==> config.mk <==
export PLATFORM = sky130hd
export DESIGN_NAME = joy_serial_scanner
export DESIGN_NICKNAME = d
export VERILOG_FILES = /design/src/rtl/joy_serial_scanner.sv
export SDC_FILE = /design/constraint.sdc
export NUM_CORES = 1
export LEC_CHECK = 0
export ABC_AREA = 1
export BUFFER_PORTS_ARGS = -buffer_cell sky130_fd_sc_hd__buf_2
export CAP_MARGIN = 30
export CORE_MARGIN = 5
export CORE_UTILIZATION = 45
export CTS_CLUSTER_DIAMETER = 30
export CTS_CLUSTER_SIZE = 28
export DETAILED_ROUTE_END_ITERATION = 16
export RECOVER_POWER = 50
export SLEW_MARGIN = 5
export SYNTH_ARGS = -nofsm -noshare
export SYNTH_HDL_FRONTEND = slang
export SYNTH_SLANG_ARGS = --single-unit
==> constraint.sdc <==
create_clock -name clk -period 4.75 [get_ports clk]
set_input_delay 0.7125 -clock clk [delete_from_list [all_inputs] [get_ports clk]]
set_output_delay 0.7125 -clock clk [all_outputs]
set_load 0.005 [all_outputs]
==> src/rtl/joy_serial_scanner.sv <==
// joy_serial_scanner: drives a 74x165-style chain and publishes deserialised, optionally filtered frames.
module joy_serial_scanner #(
  parameter int NBITS       = 16,
  parameter int HALF_PERIOD = 128,
  parameter int LOAD_CYCLES = 1,
  parameter bit INVERT      = 1'b0,
  parameter bit FILTER      = 1'b1
) (
  input  logic             clk,
  input  logic             reset,
  input  logic             joy_data,
  output logic             joy_clk,
  output logic             joy_load_n,
  output logic [NBITS-1:0] buttons,
  output logic             frame_strobe,
  output logic             changed
);
  localparam int DW = $clog2(HALF_PERIOD);
  localparam int IW = $clog2(NBITS);
  localparam logic [NBITS-1:0] RELEASED = INVERT ? '0 : '1;
  localparam logic [2:0] LMAX = 3'(LOAD_CYCLES - 1);
  typedef enum logic {LOAD, SHIFT} state_t;
  state_t           state_q, state_d;
  logic [DW-1:0]    div_q, div_d;
  logic [IW-1:0]    idx_q, idx_d;
  logic [2:0]       lcnt_q, lcnt_d;
  logic             jclk_q, jclk_d, load_n_q, load_n_d, pend_q, pend_d;
  logic             strobe_q, strobe_d, chg_q, chg_d;
  logic [NBITS-1:0] cap_q, cap_d, btn_q, btn_d, prev_q, prev_d;
  logic [NBITS-1:0] cap_full, cand;
  logic             tick, rise, fall, sample, last, go_shift, go_load, pub;
  always_comb begin
    tick     = div_q == DW'(HALF_PERIOD - 1);
    rise     = tick & ~jclk_q;
    fall     = tick & jclk_q;
    sample   = state_q == SHIFT && rise;
    last     = sample && idx_q == IW'(NBITS - 1);
    go_shift = state_q == LOAD && fall && lcnt_q == LMAX;
    go_load  = state_q == SHIFT && fall && pend_q;
    cap_full = cap_q;
    cap_full[idx_q] = joy_data;
    cand     = INVERT ? ~cap_full : cap_full;
    pub      = last && (!FILTER || cand == prev_q);
    div_d    = tick ? '0 : div_q + 1'b1;
    jclk_d   = jclk_q ^ tick;
    state_d  = go_shift ? SHIFT : go_load ? LOAD : state_q;
    load_n_d = go_shift ? 1'b1 : go_load ? 1'b0 : load_n_q;
    lcnt_d   = go_load ? '0 : (state_q == LOAD && fall) ? lcnt_q + 1'b1 : lcnt_q;
    idx_d    = go_shift ? '0 : sample ? idx_q + 1'b1 : idx_q;
    pend_d   = go_load ? 1'b0 : last ? 1'b1 : pend_q;
    cap_d    = sample ? cap_full : cap_q;
    // the final bit is merged combinationally so the frame publishes one clk after its last rise
    strobe_d = pub;
    chg_d    = pub && cand != btn_q;
    btn_d    = pub ? cand : btn_q;
    prev_d   = last ? cand : prev_q;
  end
  always_ff @(posedge clk) begin
    if (reset) begin
      state_q  <= LOAD;
      div_q    <= '0;
      jclk_q   <= 1'b0;
      load_n_q <= 1'b0;
      idx_q    <= '0;
      lcnt_q   <= '0;
      pend_q   <= 1'b0;
      cap_q    <= '0;
      btn_q    <= RELEASED;
      prev_q   <= RELEASED;
      strobe_q <= 1'b0;
      chg_q    <= 1'b0;
    end else begin
      state_q  <= state_d;
      div_q    <= div_d;
      jclk_q   <= jclk_d;
      load_n_q <= load_n_d;
      idx_q    <= idx_d;
      lcnt_q   <= lcnt_d;
      pend_q   <= pend_d;
      cap_q    <= cap_d;
      btn_q    <= btn_d;
      prev_q   <= prev_d;
      strobe_q <= strobe_d;
      chg_q    <= chg_d;
    end
  end
  assign joy_clk      = jclk_q;
  assign joy_load_n   = load_n_q;
  assign buttons      = btn_q;
  assign frame_strobe = strobe_q;
  assign changed      = chg_q;
endmodule
==> flow_results.org, run 1 <==
** CTS
- Clk sink count :: 67
- Maximum root-to-sink buffer count :: 2
- Post-CTS timing repair inserted 0 buffers for setup.
- Clock latency reported for the late side of the worst-skew pair :: between 0.3 and 0.4 ns
- CTS tree :: built
- Clk root buf :: sky130_fd_sc_hd__clkbuf_8
- H-tree depth :: 3
- CTS clock-pin slew for the worst setup and hold paths :: roughly 0.080 ns
- Hold buffers post-CTS :: 0
- TritonCTS created 9 clock buffers.
- Once the clock tree was built, the resizer swapped 0 gates to a different size.

** STA
- Max Fclk :: 0.348 GHz
- Sum Neg Setup Slack :: 0 ns
- Portion of the clock cycle consumed by the worst path in the final layout :: 0.606
- Setup repair after global routing missed its margin :: false
- The worst pin sits at a relative slew slack of -0.0986.
- Clock skew on the completed layout was measured at between 0.01 and 0.015 ns.
- Time the final worst path needs with I/O delays and setup :: 2.88 ns
- Total of endpoints with negative setup slack in the final report :: 0
- The worst path meets setup with 1.87 ns of slack.
- The final hold violation count came to 0.
- Number of max-slew violations in the final report :: 32
- Worst Max-Slew Pin Slew :: 1.65 ns

** Placement
- Weighted congestion at the end of routability-driven global placement :: 0.874
- Timing analysis after detailed placement gives a worst setup slack of 1.94 ns.
- Total placed instance area :: 3830 µm²
- In this run the tool buffered the top-level ports with 22 buffer cells.
- Post-detail-place hpwl :: around 6600 µm

** Run status
- The final reports fail on max-capacitance violations, max-slew violations.
- The run finished, with violations left.

** Worst setup path
- Max stage delay on crit path :: 1.16 ns
- In this run the critical register-to-register path is launched from div_q[0].
- Most Frequent Cell on Critical Path :: sky130_fd_sc_hd__clkbuf_1
- Across all register-to-register paths, the minimum setup slack is 1.94 ns.
- STA classifies the critical path startpoint as a primary input.
- In this run the worst path has a maximum fanout of 31.
- The worst setup path is captured at a register.
- Class of the most critical setup path :: primary input to register
- Worst endpoint data arrival time :: 3.13 ns
- The slowest stage of the critical path is the sky130_fd_sc_hd__clkbuf_1 cell.
- Data required time of the worst path :: 5.00 ns
- CP cell instances :: clkbuf_1, clkinv_1, clkbuf_1, nand2_1, a21oi_1
- Depth of the worst register-to-register path :: 16
- Endpoint of the most critical register-to-register path :: buttons[5]

** Final layout
- Leaving out fill and tap cells, the most frequent cells in the layout are 135 x sky130_fd_sc_hd__nand2_1, 70 x sky130_fd_sc_hd__inv_1, 67 x sky130_fd_sc_hd__dfxtp_1, 56 x sky130_fd_sc_hd__nand3_1, 48 x sky130_fd_sc_hd__nor2_1.
- Share of cells above drive strength 1 :: 0.0808
- The finished cells cover 4040 µm².
- Antenna diodes :: 0
- Syn-to-layout area delta :: 9.26%
- Net count of the finished layout :: 576
- Commonest non-fill, non-tap cell in the layout :: sky130_fd_sc_hd__nand2_1

** Drt
- Detail-routed via count per cell :: 5.18
- First-pass iteration count of the detailed router :: 4
- Post-DR wirelength/cell :: 13.7 µm
- Number of DRC violations after detailed-routing iteration 0 :: 175
- Once detail routing completed, the nets flagged for antenna violations numbered 0.
- Post-detailed-route DRC marker count :: 0
- Vias :: 3491
- Total Routed Length :: 9250 µm

** Hold path
- Cell depth of the worst min-delay path :: 1
- Start point of the worst hold path :: div_q[0]
- Worst hold path class :: register to register
- Worst hold endpoint :: div_q[0]

** Die
- The die is 101 µm tall.
- Number of rows created at floorplan :: 33
- The core region is 8130 µm².
- Number of top-level design ports :: 23
- For this configuration, the core starts out at a cell density of 0.455.
- Chip width :: 101 µm
- The die covers approximately 10000 µm².

** GRT
- For this run, global-route usage on met1 was measured as 0.260.
- The total overflow left after global routing is 0.
- Entering global routing, the biggest net connects 33 pins.
- The initial antenna violation count was 0.
- Global routing usage on met2 :: 0.313
- The number of global-route vias before repair is roughly 3300.
- In the global route stage, overall resource usage came out at 0.197.
- First-pass GRT wire length :: ~16000 µm
- The layer flagged by global routing as most heavily used is met2.
- In the global route stage, met3 resource usage came out at 0.0484.

** Synthesis
- Each instance of the synthesized netlist takes up on average roughly 6.7 µm².
- Share of the yosys chip area belonging to registers :: 0.362
- Synthesis inferred 67 register bits.
- Cell Area, Synth :: around 3700 µm²
- Synthesis handed over a netlist of about 550 instances.
- Synthesized net count :: 564
- Distinct cell type count after synthesis :: 27
- Count of synthesis-stage warnings from yosys :: 0

** Power
- Overall power :: roughly 1100 µW
- Across the VDD grid, the largest voltage drop is between 0.2 and 0.25 mV.
- Leak pwr :: ~0.0019 µW
- Power spread over the standard cell area amounts to 283 nW/µm².

** Run
- Count of maximum capacitance violations :: 1
[cells in the mapped netlist (all sizes together)]
cell    instances  area [µm²]
o211ai          4        30.0
nor3            2        10.0
clkbuf         11        41.3
ha              9         113
nor3b           3        22.5
xnor2          11        96.3
nand2         139         532
clkinv          5        18.8
a21oi          27         135
nand3          60         328
xor2            7        61.3
buf            13        91.3
nand4          27         169
o21ai          40         208
inv            74         278
nor2           53         226
dfxtp          67        1340
[metrics by stage]
stage / hold slack [ns] / cells / utilization
floorplan: 0.418 / 552 / -
global placement: 0.425 / 658 / 0.471
detailed placement: 0.455 / 658 / 0.471
CTS: 0.467 / 674 / 0.500
global route: 0.484 / 674 / 0.497
finish: 0.463 / 674 / 0.497
[flip-flops by register name, summed over array words and instances, names as in the netlist]
signal,flops
lcnt_q,3
prev_q,16
frame_strobe,1
joy_clk,1
buttons,16
joy_load_n,1
div_q,7
cap_q,16
changed,1
pend_q,1
idx_q,4
[worst max-delay path: cells and delay by family]
family | cells | cell delay [ns]
AOI/OAI and AO/OA | 1 | 0.06
buffers and inverters | 3 | 1.99
and+or+nand+nor | 1 | 0.35
[worst max path at each step]
| stage | from | end | depth (start not counted) |
|---|---|---|---|
| 6_report | reset | pend_q | 5 |
| 4_1_cts | div_q[0] | buttons[5] | 16 |
| 3_3_place_gp | joy_data | buttons[6] | 12 |
| 5_1_grt | div_q[0] | buttons[3] | 16 |
| 3_5_place_dp | joy_data | buttons[5] | 12 |
| 2_1_floorplan | div_q[0] | buttons[10] | 16 |
[power by group]
part | switching (µW) | internal, µW
Sequential | 1.30 | 563
Combinational | 17.9 | 5.41
Clock | 243 | 315
Total | 262 | 884
[kinds of logic (layout without fill, tap and decap cells)]
group,after synthesis,count (layout),share of synthesized area
flip-flops,67,67,0.362
XOR/XNOR,18,18,0.0426
AND/OR/NAND/NOR,284,284,0.348
adder cells (fa/ha/maj),9,9,0.0304
buffers and inverters,103,120,0.116
AO/OA/AOI/OAI,71,71,0.101
[cell type report]
type / count / area (µm²)
Timing Repair Buffer: 25 / 113
Clock buffer: 10 / 138
Clock inverter: 6 / 93.8
Multi-Input combinational cell: 382 / 1930
Sequential cell: 67 / 1340
Inverter: 79 / 297
Fill cell: 855 / 4090
Tap cell: 105 / 131
[layer usage]
| layer | share of wire | wire [µm] |
|---|---|---|
| met5 | 0 | 0 |
| met4 | 0.021 | 191 |
| met3 | 0.039 | 362 |
| met2 | 0.46 | 4290 |
| met1 | 0.48 | 4410 |
Power figures use the tool's default switching activity.
==> run 2: changes to the inputs <==
==> constraint.sdc (replaced) <==
create_clock -name clk -period 2.6 [get_ports clk]
set_input_delay 0.39 -clock clk [delete_from_list [all_inputs] [get_ports clk]]
set_output_delay 0.39 -clock clk [all_outputs]
set_load 0.005 [all_outputs]
==> run 2 against run 1 <==
Compared with the run above:
- the flow now finishes without violations
- first-iteration DRC count up 12%
- via count up 1.3%
- clock-buffer cell count up 1
- routed wire length up 4.9%
- final cell count up 2.2%
- total power up 69%
- die area unchanged
- global-route usage up 0.71 points
- clock skew down 0.0022 ns
- clock power up 54%
- combinational power up 97%
- non-clock buffer count up 15
==> flow_results.org, run 2 (synthesis gave the netlist of run 1 again) <==
** STA
- Remaining max-slew budget at the tightest pin :: 0.573 (+0.671)
- Setup repair after global routing left no endpoint under its margin.
- Worst Max-Slew Pin Slew :: 0.634 ns (-1.01 ns)
- Number of max-slew violations in the final report :: 0 (-100%)
- Sum Neg Setup Slack :: 0 ns (unchanged)
- The final hold violation count came to 0 (unchanged).
- Time the final worst path needs with I/O delays and setup :: 2.30 ns
- Derived from the worst setup path, the maximum achievable clock frequency is 0.434 GHz.
- The setup clock skew after layout is 0.0104 ns (-0.00218 ns).
- Dividing the final minimum period by the clock period gives 0.885.
- The total setup violations reported at the end of the flow was 0 (unchanged).

** Worst setup path
- The worst register-to-register path ends at buttons[0].
- The largest fanout of any net on the critical path was 16 (-48%).
- Depth of the worst register-to-register path :: 15 (-1)
- Most Frequent Cell on Critical Path :: sky130_fd_sc_hd__nand2_1
- Beginning of the worst register-to-register path :: div_q[0]
- Start point of the critical path :: div_q[0]
- The critical path data arrival time is 2.59 ns (-0.54 ns).
- In this run the worst setup path terminates at buttons[0].
- Data required time of the worst path :: 2.89 ns (-2.11 ns)
- CP cell instances :: ha_1, nand2_1, inv_1, nand4_1, nor2_1, ha_1, nand2_1, nor2_2, nand2_1, nor2_1, nand2_1, nor2_4, buf_4, nand4_1, nand3_1
- The delay of the slowest cell on the worst path is 0.35 ns (-0.81 ns).
- The worst setup path is launched from a register.
- Class of the most critical setup path :: register to register
- STA classifies the critical path endpoint as a register.
- Setup slack on the worst flop-to-flop path :: 0.30 ns (-1.64 ns)
- The slowest stage of the critical path is the sky130_fd_sc_hd__dfxtp_1 cell.

** Die
- Die Span Y :: 101 µm (unchanged)
- The core area was 8130 µm² (unchanged).
- Area enclosed by the die boundary :: 10100 µm² (unchanged)
- The initial standard-cell utilization of the core is 0.455 (unchanged).
- Number of top-level design ports :: 23 (unchanged)
- Number of rows created at floorplan :: 33 (unchanged)
- The die outline width is 101 µm (unchanged).

** Power
- The net switching power figure was 454 µW (+73%).
- The switching fraction of total power came to 0.234 (+0.00560).
- Leak pwr :: 0.00203 µW (+4.1%)
- Share of total power in sequential cells :: 0.533 (+0.040)
- Internal power :: 1480 µW (+68%)
- The total power was 1940 µW (+69%).
- Share of total power in combinational logic :: 0.024 (+0.004)
- Pwr/cell area :: 470 nW/µm² (+66%)
- The maximum resistive drop on vdd is 0.248 mV (+13%).
- The clock network power share is 0.443 (-0.044).

** Final layout
- Share of cells above drive strength 1 :: 0.110 (+0.0287)
- In the layout the commonest cells are 135 x sky130_fd_sc_hd__nand2_1, 69 x sky130_fd_sc_hd__inv_1, 67 x sky130_fd_sc_hd__dfxtp_1, 56 x sky130_fd_sc_hd__nand3_1, 48 x sky130_fd_sc_hd__nor2_1.
- The diode insertion count for antenna repair was 0 (unchanged).
- Commonest non-fill, non-tap cell in the layout :: sky130_fd_sc_hd__nand2_1
- The final net count came to 591 (+2.6%).
- Compared with the post-synthesis result, the final layout area differs by 11.4%.

** GRT
- The global-route usage over all layers is 0.204 (+0.00708).
- Antenna violations before repair :: 0 (unchanged)
- Number of global-route vias before repair :: 3264 (-0.15%)
- The global-route wire length before repair is 16200 µm (+3.1%).
- The total grt overflow came to 0 (unchanged).
- The largest net degree at the start of global routing was 33 (unchanged).

** Drt
- The number of design-rule violations left by the first detailed-router iteration is 196 (+12%).
- Detail-routed via count per cell :: 5.13 (-0.92%)
- Vias :: 3536 (+1.3%)
- Antenna-violating nets left :: 0 (unchanged)
- Post-DR wirelength/cell :: 14.1 µm (+2.7%)
- The remaining design rule violation count was 0 (unchanged).
- The routed wire length is 9710 µm (+4.9%).
- The count of TritonRoute iterations in the first routing pass is 5 (+1).

** CTS
- Clock tree synthesis selected as its root buffer the cell sky130_fd_sc_hd__clkbuf_8.
- Post-CTS setup buffers :: 0 (unchanged)
- Clk sink count :: 67 (unchanged)
- The cts-stage hold buffer count came to 0 (unchanged).
- The source-to-sink clock delay at the later pin of the worst-skew pair came to 0.35 ns (about the same).
- TritonCTS built the clock tree.
- The number of resized instances in the post-cts repair step came to 0 (unchanged).
- The total clock buffers created by CTS came to 9 (unchanged).
- H-tree depth :: 3 (unchanged)
- The maximum root-to-sink buffer count is 2 (unchanged).
- CTS clock-pin slew for the worst setup and hold paths :: 0.07 ns (about the same)

** Run
- Count of maximum capacitance violations :: 0 (-1)

** Placement
- Post-detail-place hpwl :: 7140 µm (+7.5%)
- Weighted congestion at the end of routability-driven global placement :: 0.928 (+6.2%)
- The number of buffers added on ports is 22 (unchanged).

** Hold path
- Worst hold path class :: register to register

** Run status
- The run finished with clean final reports.
## run 2: worst min-delay path by stage
stage	start	endpoint	slack, ns	cells past startpoint
after floorplan	div_q[0]	div_q[0]	0.42	1
after global placement	div_q[0]	div_q[0]	0.43	1
after detailed placement	div_q[0]	div_q[0]	0.44	1
after CTS	div_q[0]	div_q[0]	0.45	1
after global routing	div_q[0]	div_q[0]	0.49	1
final	div_q[0]	div_q[0]	0.45	1
## run 2: layer usage
metal | vias up | share of wire | wire [µm] | track usage
met2 | 83 | 0.44 | 4310 | 0.314
met5 | - | 0 | 0 | 0
met3 | 20 | 0.039 | 379 | 0.0339
li1 | 1828 | - | - | -
met4 | 0 | 0.020 | 191 | 0.0798
met1 | 1605 | 0.50 | 4830 | 0.285
## run 2: stage by stage
stage          cells  utilization  area (µm²)  hold slack [ns]  worst slack, ns
3_5_place_dp     673        0.485        3950            0.435            0.262
2_1_floorplan    552            -        3700            0.418            0.315
4_1_cts          689        0.508        4130            0.452            0.245
5_1_grt          689        0.507        4120            0.489           0.0235
6_report         689        0.507        4120            0.448            0.298
3_3_place_gp     673        0.485        3950            0.425            0.281
## run 2: critical path, delay by kind of cell, from the launching register on
family / cells / cell delay, ns
adders and majority gates: 2 / 0.33
DFF: 1 / 0.35
buffers and inverters: 2 / 0.31
and+or+nand+nor: 11 / 1.25
## run 2: final cells by class
| cell class | count | area, µm² |
|---|---|---|
| well taps | 105 | 131 |
| multi-input cells | 382 | 1930 |
| inverters | 79 | 297 |
| repair buffers | 40 | 236 |
| clock inverters | 5 | 53.8 |
| clock buffers | 11 | 131 |
| fillers | 821 | 4010 |
| flip-flops and latches | 67 | 1340 |
## run 2: power by group through the flow
stage / logic (µW) / registers, µW / clock network (µW)
after floorplan: 31.1 / 1060 / 0
after detailed placement: 45.8 / 1060 / 0
after global routing: 51.5 / 1030 / 927
after global placement: 45.5 / 1060 / 0
after CTS: 45.8 / 1030 / 879
final: 45.8 / 1030 / 858
==> run 3: changes to the inputs <==
--- a/config.mk
+++ b/config.mk
@@ -8,11 +8,14 @@
 export ABC_AREA = 1
 export BUFFER_PORTS_ARGS = -buffer_cell sky130_fd_sc_hd__buf_2
 export CAP_MARGIN = 30
+export CELL_PAD_IN_SITES_DETAIL_PLACEMENT = 0
+export CELL_PAD_IN_SITES_GLOBAL_PLACEMENT = 1
 export CORE_MARGIN = 5
-export CORE_UTILIZATION = 45
+export CORE_UTILIZATION = 39
 export CTS_CLUSTER_DIAMETER = 30
 export CTS_CLUSTER_SIZE = 28
 export DETAILED_ROUTE_END_ITERATION = 16
+export PLACE_DENSITY_LB_ADDON = 0.1
 export RECOVER_POWER = 50
 export SLEW_MARGIN = 5
 export SYNTH_ARGS = -nofsm -noshare
==> run 3 against run 2 <==
Compared with the run above:
- worst hold slack better by 0.0035 ns
- highest routed layer unchanged
- clock-buffer cell count is 1 lower
- largest power group unchanged
- largest cell class unchanged
- non-clock buffer count is 5 higher
- first-iteration DRC count is 16% lower
==> flow_results.org, run 3 (synthesis gave the netlist of run 1 again) <==
** Worst setup path
- Crit Path Max Fanout :: 16 (unchanged)
- The critical path data arrival time was 2.51 ns (-0.08 ns).
- Start point of the critical path :: div_q[0]
- The worst setup path is captured at a register.
- Walking the worst path, the cells encountered are ha_1, nand2_1, inv_1, nand4_1, nor2_1, ha_1, nand2_1, nor2_2, nand2_1, nor2_1, nand2_1, nor2_4, nand3_4, nand2_1, nand3_1.
- Class of the most critical setup path :: register to register
- The setup slack of the most critical reg-to-reg path came to 0.32 ns (+0.02 ns).
- Worst setup path endpoint :: buttons[14]
- Slowest cell on crit path :: sky130_fd_sc_hd__dfxtp_1
- Max stage delay on crit path :: 0.36 ns (about the same)
- Depth of the worst register-to-register path :: 15 (unchanged)
- The most numerous cell type found on the critical path is sky130_fd_sc_hd__nand2_1.
- STA classifies the critical path startpoint as a register.
- In this run the critical register-to-register path is captured at buttons[14].
- Beginning of the worst register-to-register path :: div_q[0]
- The required time reported for the critical path endpoint came to 2.83 ns (-0.06 ns).

** GRT
- Antenna violations before repair :: 0 (unchanged)
- The global-route wire length before repair came to 17700 µm (+9.4%).
- The global-route usage over all layers is 0.198 (-0.00669).
- Pin count of the biggest net entering global routing :: 33 (unchanged)
- Number of global-route vias before repair :: 3420 (+4.8%)
- Global route total overflow :: 0 (unchanged)

** STA
- The final hold violation count came to 0 (unchanged).
- Remaining max-slew budget at the tightest pin :: 0.572 (about the same)
- Max Fclk :: 0.438 GHz (+0.88%)
- Post-layout worst setup margin :: 0.318 ns (+0.0201 ns)
- Hold WS :: 0.451 ns (+0.00346 ns)
- The post-route setup TNS came to 0 ns (unchanged).
- The total setup violations reported at the end of the flow came to 0 (unchanged).
- The final critical-path share of the clock period is 0.878 (-0.00771).
- The actual transition at the worst max-transition pin came to 0.635 ns (+0.000438 ns).
- Setup repair after global routing left no endpoint under its margin.
- Post-route clock skew :: 0.0125 ns (+0.00216 ns)
- Number of max-slew violations in the final report :: 0 (unchanged)
- Time the final worst path needs with I/O delays and setup :: 2.28 ns (-0.0201 ns)

** CTS
- CTS clock-pin slew for the worst setup and hold paths :: 0.08 ns (about the same)
- Clock buffers created by TritonCTS :: 9 (unchanged)
- The post-CTS setup buffer count came to 0 (unchanged).
- Clock latency reported for the late side of the worst-skew pair :: 0.35 ns (about the same)
- The maximum root-to-sink buffer count was 2 (unchanged).
- Clk root buf :: sky130_fd_sc_hd__clkbuf_8
- The cts-stage hold buffer count is 0 (unchanged).
- The number of clock sinks is 67 (unchanged).
- H-tree depth :: 3 (unchanged)
- CTS tree :: built

** Die
- The die footprint was 11500 µm² (+14%).
- Core box area :: 9240 µm² (+14%)
- Number of rows created at floorplan :: 35 (+6.1%)
- Die Span Y :: 107 µm (+6.7%)
- Chip width :: 107 µm (+6.7%)
- The I/O pin count was 23 (unchanged).
- The initial standard-cell utilization of the core is 0.401 (-0.0545).

** Drt
- Detail-routed via count per cell :: 4.89 (-4.6%)
- Total Routed Length :: 10600 µm (+9.1%)
- The antenna violation net count after detailed routing is 0 (unchanged).
- Number of DRC violations after detailed-routing iteration 0 :: 164 (-16%)
- The remaining design rule violation count came to 0 (unchanged).
- Vias :: 3514 (-0.62%)
- Post-DR wirelength/cell :: 14.8 µm (+4.7%)
- First-pass iteration count of the detailed router :: 4 (-1)

** Final layout
- Share of cells above drive strength 1 :: 0.117 (+0.00756)
- Leaving out fill and tap cells, the most frequent cells in the layout are 135 x sky130_fd_sc_hd__nand2_1, 69 x sky130_fd_sc_hd__inv_1, 67 x sky130_fd_sc_hd__dfxtp_1, 56 x sky130_fd_sc_hd__nand3_1, 48 x sky130_fd_sc_hd__nor2_1.
- From synthesis to final layout, the design area changed by 12.9%.
- Filler cells :: 983 (+20%)
- Commonest non-fill, non-tap cell in the layout :: sky130_fd_sc_hd__nand2_1
- The diode insertion count for antenna repair is 0 (unchanged).
- Net count of the finished layout :: 596 (+0.85%)

** Placement
- Post-detail-place hpwl :: 7860 µm (+10%)
- The worst setup timing slack at the placement stage is 0.319 ns (+0.0566 ns).
- Weighted congestion at the end of routability-driven global placement :: 0.831 (-10%)
- Port Buf Inserts :: 22 (unchanged)

** Power
- Max IR drop VDD :: 0.268 mV (+8.1%)
- The total power was 1890 µW (-2.3%).
- The total power density per cell area came to 453 nW/µm² (-3.6%).
- Leak pwr :: 0.00204 µW (+0.48%)

** Hold path
- Worst hold path class :: register to register
- Cell depth of the worst min-delay path :: 1 (unchanged)

** Run
- The number of max-cap violations came to 0 (unchanged).

** Run status
- The flow ran to the end, and the final reports show no timing, DRC or antenna violations.
[run 3: cell types whose count changed in the layout (fill, tap and decap cells not counted)]
| cell | previous run | this run |
|---|---|---|
| sky130_fd_sc_hd__buf_2 | 12 | 10 |
| sky130_fd_sc_hd__bufinv_16 | 1 | 0 |
| sky130_fd_sc_hd__o21ai_1 | 4 | 3 |
| sky130_fd_sc_hd__clkbuf_8 | 9 | 10 |
| sky130_fd_sc_hd__buf_4 | 17 | 22 |
| sky130_fd_sc_hd__clkinvlp_4 | 0 | 3 |
| sky130_fd_sc_hd__o21ai_0 | 34 | 35 |
| sky130_fd_sc_hd__clkinv_2 | 3 | 2 |
[run 3: layout make-up]
cell class                      instances  area [µm²]  area share
Clock buffer                           10         138      0.0329
Inverter                               79         297      0.0709
Tap cell                              129         161      0.0386
Sequential cell                        67        1340       0.321
Timing Repair Buffer                   45         272      0.0650
Multi-Input combinational cell        382        1930       0.462
Clock inverter                          6        41.3     0.00988
[run 3: worst min path at each step]
| stage | to | from | slack (ns) |
|---|---|---|---|
| global placement | div_q[0] | div_q[0] | 0.43 |
| CTS | div_q[0] | div_q[0] | 0.46 |
| global route | div_q[0] | div_q[0] | 0.49 |
| detailed placement | div_q[0] | div_q[0] | 0.44 |
| finish | div_q[0] | div_q[0] | 0.45 |
| floorplan | div_q[0] | div_q[0] | 0.42 |
[run 3: metrics by stage]
step | instances | utilization | cell area, µm²
floorplan | 552 | - | 3700
global placement | 702 | 0.434 | 4010
detailed placement | 702 | 0.434 | 4010
CTS | 718 | 0.454 | 4190
global route | 718 | 0.452 | 4180
finish | 718 | 0.452 | 4180
[run 3: timing repair]
item | 4_1_cts | 5_1_grt
endpoints found under the setup margin | 0 | 1
gates resized for setup | 0 | 1
hold endpoints to repair | 0 | 0
[run 3: layer usage]
metal / global-route usage / up-vias / wire, µm
li1: - / 1832 / -
met2: 0.314 / 43 / 4740
met5: 0 / - / 0
met4: 0.0604 / 0 / 210
met3: 0.0378 / 16 / 275
met1: 0.271 / 1623 / 5370
[run 3: power by group]
part	leakage (µW)	internal [µW]	switching, µW
Clock	0.0000843	370	441
Combinational	0.00141	14.0	35.6
Sequential	0.000541	1030	2.28
Total	0.00204	1410	478
[run 3: worst max-delay path, delay by kind of cell (launching register included)]
kind	cells	cell delay, ns
buffers and inverters	1	0.08
flip-flops	1	0.36
AND/OR/NAND/NOR	12	1.39
adder cells (fa/ha/maj)	2	0.34
